===== src/rtl/bp_update_arbiter.sv =====
// bp_update_arbiter: serialises resolved-branch updates from two execute pipes
// onto the predictor's single update port through a small in-order queue.
// After every reset an init sweep writes not-taken history to every BHT line
// before any real update is accepted.

module bp_update_arbiter #(
  parameter int unsigned DEPTH      = 4,
  parameter int unsigned INIT_COUNT = 1024
) (
  input  logic        clk,
  input  logic        rst,

  input  logic        ex0_valid,
  output logic        ex0_ready,
  input  logic [31:0] ex0_pc,
  input  logic        ex0_taken,
  input  logic [31:0] ex0_target,

  input  logic        ex1_valid,
  output logic        ex1_ready,
  input  logic [31:0] ex1_pc,
  input  logic        ex1_taken,
  input  logic [31:0] ex1_target,

  output logic        update,
  output logic [31:0] update_pc,
  output logic        act_taken,
  output logic [31:0] act_target,
  output logic        init_done
);

  localparam int unsigned PTR_W   = (DEPTH > 1) ? $clog2(DEPTH) : 1;
  localparam int unsigned CNT_W   = PTR_W + 1;
  localparam int unsigned IDX_W   = (INIT_COUNT > 1) ? $clog2(INIT_COUNT) : 1;
  localparam int unsigned ENTRY_W = 65;

  typedef enum logic {
    ST_INIT = 1'b0,
    ST_RUN  = 1'b1
  } state_e;

  // Control state
  state_e             state_q,   state_d;
  logic [IDX_W-1:0]   idx_q,     idx_d;
  logic [PTR_W-1:0]   rd_ptr_q,  rd_ptr_d;
  logic [PTR_W-1:0]   wr_ptr_q,  wr_ptr_d;
  logic [CNT_W-1:0]   count_q,   count_d;

  // Queue storage: {pc, taken, target}
  logic [ENTRY_W-1:0] mem_q [DEPTH];
  logic [ENTRY_W-1:0] mem_d [DEPTH];

  // Registered outputs
  logic               update_q,     update_d;
  logic [31:0]        update_pc_q,  update_pc_d;
  logic               act_taken_q,  act_taken_d;
  logic [31:0]        act_target_q, act_target_d;
  logic               init_done_q,  init_done_d;
  logic               ex0_ready_q,  ex0_ready_d;
  logic               ex1_ready_q,  ex1_ready_d;

  // Transfer qualifiers; readiness is the registered view of the queue count
  logic               push0;
  logic               push1;
  logic               pop;
  logic [ENTRY_W-1:0] entry0;
  logic [ENTRY_W-1:0] entry1;

  assign push0  = ex0_valid & ex0_ready_q;
  assign push1  = ex1_valid & ex1_ready_q;
  assign pop    = (state_q == ST_RUN) && (count_q != '0);
  assign entry0 = {ex0_pc, ex0_taken, ex0_target};
  assign entry1 = {ex1_pc, ex1_taken, ex1_target};

  // Next-state, queue bookkeeping and output register values
  always_comb begin
    state_d      = state_q;
    idx_d        = idx_q;
    rd_ptr_d     = rd_ptr_q;
    wr_ptr_d     = wr_ptr_q;
    count_d      = count_q;
    mem_d        = mem_q;
    update_d     = 1'b0;
    update_pc_d  = update_pc_q;
    act_taken_d  = act_taken_q;
    act_target_d = act_target_q;
    init_done_d  = 1'b0;
    ex0_ready_d  = 1'b0;
    ex1_ready_d  = 1'b0;

    case (state_q)
      ST_INIT: begin
        // Sweep: one not-taken write per BHT line, BTB untouched
        update_d     = 1'b1;
        update_pc_d  = {19'b0, 10'(idx_q), 3'b000};
        act_taken_d  = 1'b0;
        act_target_d = 32'b0;
        if (idx_q == IDX_W'(INIT_COUNT - 1)) begin
          state_d = ST_RUN;
        end else begin
          idx_d = idx_q + IDX_W'(1);
        end
      end
      ST_RUN: begin
        init_done_d = 1'b1;
        if (pop) begin
          update_d = 1'b1;
          {update_pc_d, act_taken_d, act_target_d} = mem_q[rd_ptr_q];
          rd_ptr_d = rd_ptr_q + PTR_W'(1);
        end
      end
    endcase

    // Older pipe always lands first so issue order follows program order
    if (push0 && push1) begin
      mem_d[wr_ptr_q]              = entry0;
      mem_d[wr_ptr_q + PTR_W'(1)]  = entry1;
      wr_ptr_d                     = wr_ptr_q + PTR_W'(2);
    end else if (push0) begin
      mem_d[wr_ptr_q] = entry0;
      wr_ptr_d        = wr_ptr_q + PTR_W'(1);
    end else if (push1) begin
      mem_d[wr_ptr_q] = entry1;
      wr_ptr_d        = wr_ptr_q + PTR_W'(1);
    end

    count_d = count_q + CNT_W'(push0) + CNT_W'(push1) - CNT_W'(pop);

    // Ready for the next cycle reflects the count that cycle will see
    if (state_q == ST_RUN) begin
      ex0_ready_d = (count_d <= CNT_W'(DEPTH - 1));
      ex1_ready_d = (count_d <= CNT_W'(DEPTH - 2));
    end
  end

  // Control and output registers with synchronous reset
  always_ff @(posedge clk) begin
    if (rst) begin
      state_q      <= ST_INIT;
      idx_q        <= '0;
      rd_ptr_q     <= '0;
      wr_ptr_q     <= '0;
      count_q      <= '0;
      update_q     <= 1'b0;
      update_pc_q  <= 32'b0;
      act_taken_q  <= 1'b0;
      act_target_q <= 32'b0;
      init_done_q  <= 1'b0;
      ex0_ready_q  <= 1'b0;
      ex1_ready_q  <= 1'b0;
    end else begin
      state_q      <= state_d;
      idx_q        <= idx_d;
      rd_ptr_q     <= rd_ptr_d;
      wr_ptr_q     <= wr_ptr_d;
      count_q      <= count_d;
      update_q     <= update_d;
      update_pc_q  <= update_pc_d;
      act_taken_q  <= act_taken_d;
      act_target_q <= act_target_d;
      init_done_q  <= init_done_d;
      ex0_ready_q  <= ex0_ready_d;
      ex1_ready_q  <= ex1_ready_d;
    end
  end

  // Queue storage; contents are don't-care while count is zero
  always_ff @(posedge clk) begin
    mem_q <= mem_d;
  end

  assign ex0_ready  = ex0_ready_q;
  assign ex1_ready  = ex1_ready_q;
  assign update     = update_q;
  assign update_pc  = update_pc_q;
  assign act_taken  = act_taken_q;
  assign act_target = act_target_q;
  assign init_done  = init_done_q;

endmodule


===== config.mk =====
export PLATFORM = sky130hd
export DESIGN_NAME = bp_update_arbiter
export DESIGN_NICKNAME = d
export VERILOG_FILES = /design/src/rtl/bp_update_arbiter.sv
export SDC_FILE = /design/constraint.sdc
export NUM_CORES = 1
export LEC_CHECK = 0
export ABC_AREA = 1
export CORE_MARGIN = 2
export CORE_UTILIZATION = 30
export DETAILED_ROUTE_END_ITERATION = 8
export DONT_BUFFER_PORTS = 1
export REMOVE_ABC_BUFFERS = 1
export SETUP_SLACK_MARGIN = 0.3
export SYNTH_ARGS = -nofsm -noshare
export SYNTH_HDL_FRONTEND = slang
export SYNTH_SLANG_ARGS = --single-unit

===== constraint.sdc =====
create_clock -name clk -period 12.2 [get_ports clk]
set_clock_uncertainty 0.1 [all_clocks]
set_input_delay 0 -clock clk [delete_from_list [all_inputs] [get_ports clk]]
set_output_delay 0 -clock clk [all_outputs]
set_load 0.03 [all_outputs]

==> metrics list <==
* CP Launch Type: register
- Worst-case clock buffer depth: 3
- Comb power frac: 4.7%
* DR top layer: met5
- Most common cell after layout, fill and taps aside: sky130_fd_sc_hd__nand2_1
* Fill cells: 8,974
- Pins over their slew limit: 0
* Count of synthesis-stage warnings from yosys: 0
* Master cell of the clock root buffer: sky130_fd_sc_hd__clkbuf_16
* Number of setup violations in the final report: 0
- Seq/Total Area, Yosys: 37.59%
- The worst hold path begins at ex1_target[7].
- Synth Area per Inst: 6.238 µm²
* Unrepaired setup endpoints after global routing: no
- Achievable frequency: ~190 MHz
- In this run the worst path has a maximum fanout of 101.
- The worst path uses 43.92% of the clock period.
- Crit Path Category: reg2reg
* Die Area: 87,020 µm²
* Cell count of the worst reg-to-reg path: 9
* Min cycle time layout: 5.359 ns
- Signal arrival time at the worst endpoint: between 5 and 6 ns
- Average wire per standard cell: 15.75 µm
* Switching Power: about 640 µW
- Max Cap Violations: 0
- TritonCTS built the clock tree.
- Row Count: 106
- The H-tree generated during clock tree synthesis spans 2 levels.
* Critical path, cell by cell: nand2_8, inv_8, ha_4, buf_4, buf_4, a21oi_1, nand2_1, nand2_1, dlygate4sd3_1
- STA classifies the critical path endpoint as a register.
* Total vias in the final route: between 20,000 and 30,000
- Peak ir drop on the vdd network: 0.09158 mV
- Placement-stage cell area: roughly 26,000 µm²
- Setup bufs post-CTS: 0
- The number of antenna violations at the first check in global routing is 8.
* DRC violation count after routing: 0
* Flop-to-flop setup slack: 6.84 ns
* Nets: ~4,300
* Post-Synthesis Cell Area: 25,400 µm²
* Hold Slack: approximately 0.27 ns
- Summed over all nets, wire length on met3 after detailed routing comes to approximately 5000 µm.
- The worst hold path terminates at mem_q[72]$_DFFE_PP_.
- The post-route netlist has 3.227% of its cells at a drive strength greater than 1.
- Routed wire length: around 83,000 µm
* Die height: between 200 and 300 µm
- Required time at the endpoint of the critical path: 12.43 ns
* Core region area: roughly 84,000 µm²
- DR iter-0 viols: 1,792
- For this configuration, the core starts out at a cell density of 30.35%.
* Number of buffers created by CTS: 46
- Cell internal power was estimated by the tool at 2152 µW.
- Number of distinct library cell variants in the gate-level netlist after synthesis: 30
* Maximum cell stage delay along the critical path: between 0.8 and 0.9 ns
- The clock network is responsible for 50.2% of the overall power.
* Signed area change from the synthesized netlist to the final layout: 17.39%
* Largest net degree at the start of global routing: 212
- Path type of the worst min-delay path: in2reg
- Clock-pin slew on the worst setup and hold paths: roughly 0.060 ns
- Detail-routed via count per cell: 4.926
* Chip width: 295.0 µm
- The count of buffers added on input and output ports is 0.
* Clk_lat worst skew: 0.59 ns
- Sum of met2 wire segment lengths after detailed routing: approximately 39,000 µm
* Total iterations of the first detailed-routing run: 6
* Number of gates given a new drive strength after cts: 0
- The flow ran to the end, and the final reports show no timing, DRC or antenna violations.
- First-pass GRT wire length: roughly 130,000 µm
- On the critical path, the stage with the largest delay is an instance of sky130_fd_sc_hd__buf_4.
* Count of pins on the block boundary: 203
- At the end of routability-driven placement, the weighted congestion stood at about 0.77.
- Global routing consumed, over all layers together, 18.67% of the routing resources.
- The top cell types in the final layout, fill and taps aside, are 2,148 x sky130_fd_sc_hd__nand2_1, 457 x sky130_fd_sc_hd__o21ai_0, 339 x sky130_fd_sc_hd__a21oi_1, 264 x sky130_fd_sc_hd__dlygate4sd3_1, 260 x sky130_fd_sc_hd__edfxtp_1.
* RR Endpoint: mem_q[176]$_DFFE_PP_
- Cells after synthesis: 4,072
- Footprint of the flip-flops and latches: 9557 µm²
- Critical R2R Launch: ex0_ready$_SDFF_PP0_
- The number of hold violations in the final report was 0.
- At the pin with the least slew margin, the transition time is 1.125 ns.
- The detailed router put a total of 36,850 µm of wire on met1.
- Number of nets with antenna violations after detailed routing: 0
* Summed negative setup slack over all endpoints: 0 ns
- Clock tree synthesis found a total of roughly 350 sinks.
- Part of the total power dissipated in sequential elements: between 40% and 50%
- Detailed placement HPWL: around 47,000 µm
* Area of the multi-input gates: 13,480 µm²
- Of the total power, the share spent switching nets is a little under a quarter.
* Leakage power of the design: about 0.012 µW
* Overflow after GRT: 0
- Hold-critical path depth: 5
- Headroom to the max-slew limit: 25.02%
- Number of global-route vias before repair: between 20,000 and 25,000
- Once layout is done, the placed cells without fillers occupy 29,820 µm².
* Power density of the placed cells: 93.65 nW/µm²
- Counting flops and latches in the post-synthesis netlist gives 347.
through the flow:
step	total power, µW	std cells	setup WS (ns)	util (%)
CTS	2828	5287	6.939	35.61
global route	2887	5291	6.522	35.63
finish	2793	5293	6.841	35.63
floorplan	1341	3771	-5.266	-
detailed placement	1353	4937	7.454	30.58
global placement	1353	4937	7.502	30.58
worst max path at each step:
stage                         startpoint                        to  cells past startpoint
floorplan           ex0_ready$_SDFF_PP0_  wr_ptr_q[1]$_SDFFE_PP0P_                      6
global placement    ex0_ready$_SDFF_PP0_       mem_q[46]$_DFFE_PP_                      8
detailed placement  ex0_ready$_SDFF_PP0_       mem_q[46]$_DFFE_PP_                      8
CTS                 ex0_ready$_SDFF_PP0_        mem_q[9]$_DFFE_PP_                      9
global route        ex0_ready$_SDFF_PP0_      mem_q[176]$_DFFE_PP_                      9
finish              ex0_ready$_SDFF_PP0_      mem_q[176]$_DFFE_PP_                      9
cell families after synthesis:
logic type	count (synthesis)	share of synthesized area [%]
multiplexers	1	0.04433
AO/OA/AOI/OAI	864	17.04
XOR/XNOR	1	0.03449
adder cells (fa/ha/maj)	10	0.5517
AND/OR/NAND/NOR	2315	34.97
flip-flops	347	37.59
buffers and inverters	534	9.768
layer usage:
layer	GRT usage (%)	vias up
met5	0	-
met4	5.587	8
met3	2.849	141
met2	32.03	757
met1	24.13	12000
li1	-	13170
sequential cells by signal (all words and copies together) (netlist names):
signal,flops
update,1
ex1_ready,1
ex0_ready,1
count_q,3
update_pc,32
idx_q,10
mem_q,260
state_q,1
init_done,1
rd_ptr_q,2
wr_ptr_q,2
act_target,32
act_taken,1
cell usage after synthesis:
cell type,n,area (µm²)
sky130_fd_sc_hd__buf_1,30,112.6
sky130_fd_sc_hd__nor2_4,2,22.52
sky130_fd_sc_hd__a21oi_1,339,1697
sky130_fd_sc_hd__buf_4,17,127.6
sky130_fd_sc_hd__a21oi_2,1,8.760
sky130_fd_sc_hd__ha_1,8,100.1
sky130_fd_sc_hd__nor2_8,1,20.02
sky130_fd_sc_hd__nor3_1,2,10.01
sky130_fd_sc_hd__nand2_1,2148,8063
sky130_fd_sc_hd__clkbuf_1,89,334.1
sky130_fd_sc_hd__nor2_2,2,12.51
sky130_fd_sc_hd__fa_1,2,40.04
sky130_fd_sc_hd__nand4_1,11,68.82
sky130_fd_sc_hd__nand2_4,1,11.26
sky130_fd_sc_hd__xor2_1,1,8.760
sky130_fd_sc_hd__nand2_2,3,18.77
sky130_fd_sc_hd__dfxtp_1,87,1742
sky130_fd_sc_hd__nand3_1,77,385.4
sky130_fd_sc_hd__o21ai_0,457,2287
sky130_fd_sc_hd__edfxtp_1,260,7807
sky130_fd_sc_hd__o21ai_1,67,335.3
sky130_fd_sc_hd__mux2_2,1,11.26
sky130_fd_sc_hd__buf_6,33,371.6
sky130_fd_sc_hd__inv_2,3,11.26
sky130_fd_sc_hd__and2_1,1,6.260
sky130_fd_sc_hd__nor2_1,66,247.7
sky130_fd_sc_hd__inv_1,230,863.3
sky130_fd_sc_hd__nand3_4,1,17.52
sky130_fd_sc_hd__buf_2,116,580.6
sky130_fd_sc_hd__clkbuf_2,16,80.08
power by group through the flow:
| stage | logic (µW) | clock network (µW) | registers [µW] |
|---|---|---|---|
| after global placement | 68.3 | 0 | 1280 |
| after global routing | 148 | 1480 | 1260 |
| after floorplan | 56.5 | 0 | 1280 |
| after CTS | 131 | 1440 | 1260 |
| final | 132 | 1400 | 1260 |
| after detailed placement | 68.8 | 0 | 1280 |
timing repair:
action                     in CTS  in global routing
setup endpoints to repair       0                  0
hold buffers                  265                  0
hold endpoints to repair      347                  0
worst max-delay path, delay by kind of cell, from the launching register on:
| family | cells | cell delay (ns) |
|---|---|---|
| buffers and inverters | 4 | 2.79 |
| AND/OR/NAND/NOR | 3 | 0.51 |
| adder cells (fa/ha/maj) | 1 | 0.75 |
| AO/OA/AOI/OAI | 1 | 0.08 |
| flip-flops | 1 | 0.61 |
layout make-up:
class                   count  share of cell area [%]
flip-flops and latches    347                   32.05
diodes                      6                 0.05035
repair buffers            297                   9.802
clock buffers              70                   4.834
clock inverters            15                  0.3399
inverters                 233                   2.971
multi-input cells        3191                   45.20
well taps                1134                   4.758
(Power assumes the default switching activity.)
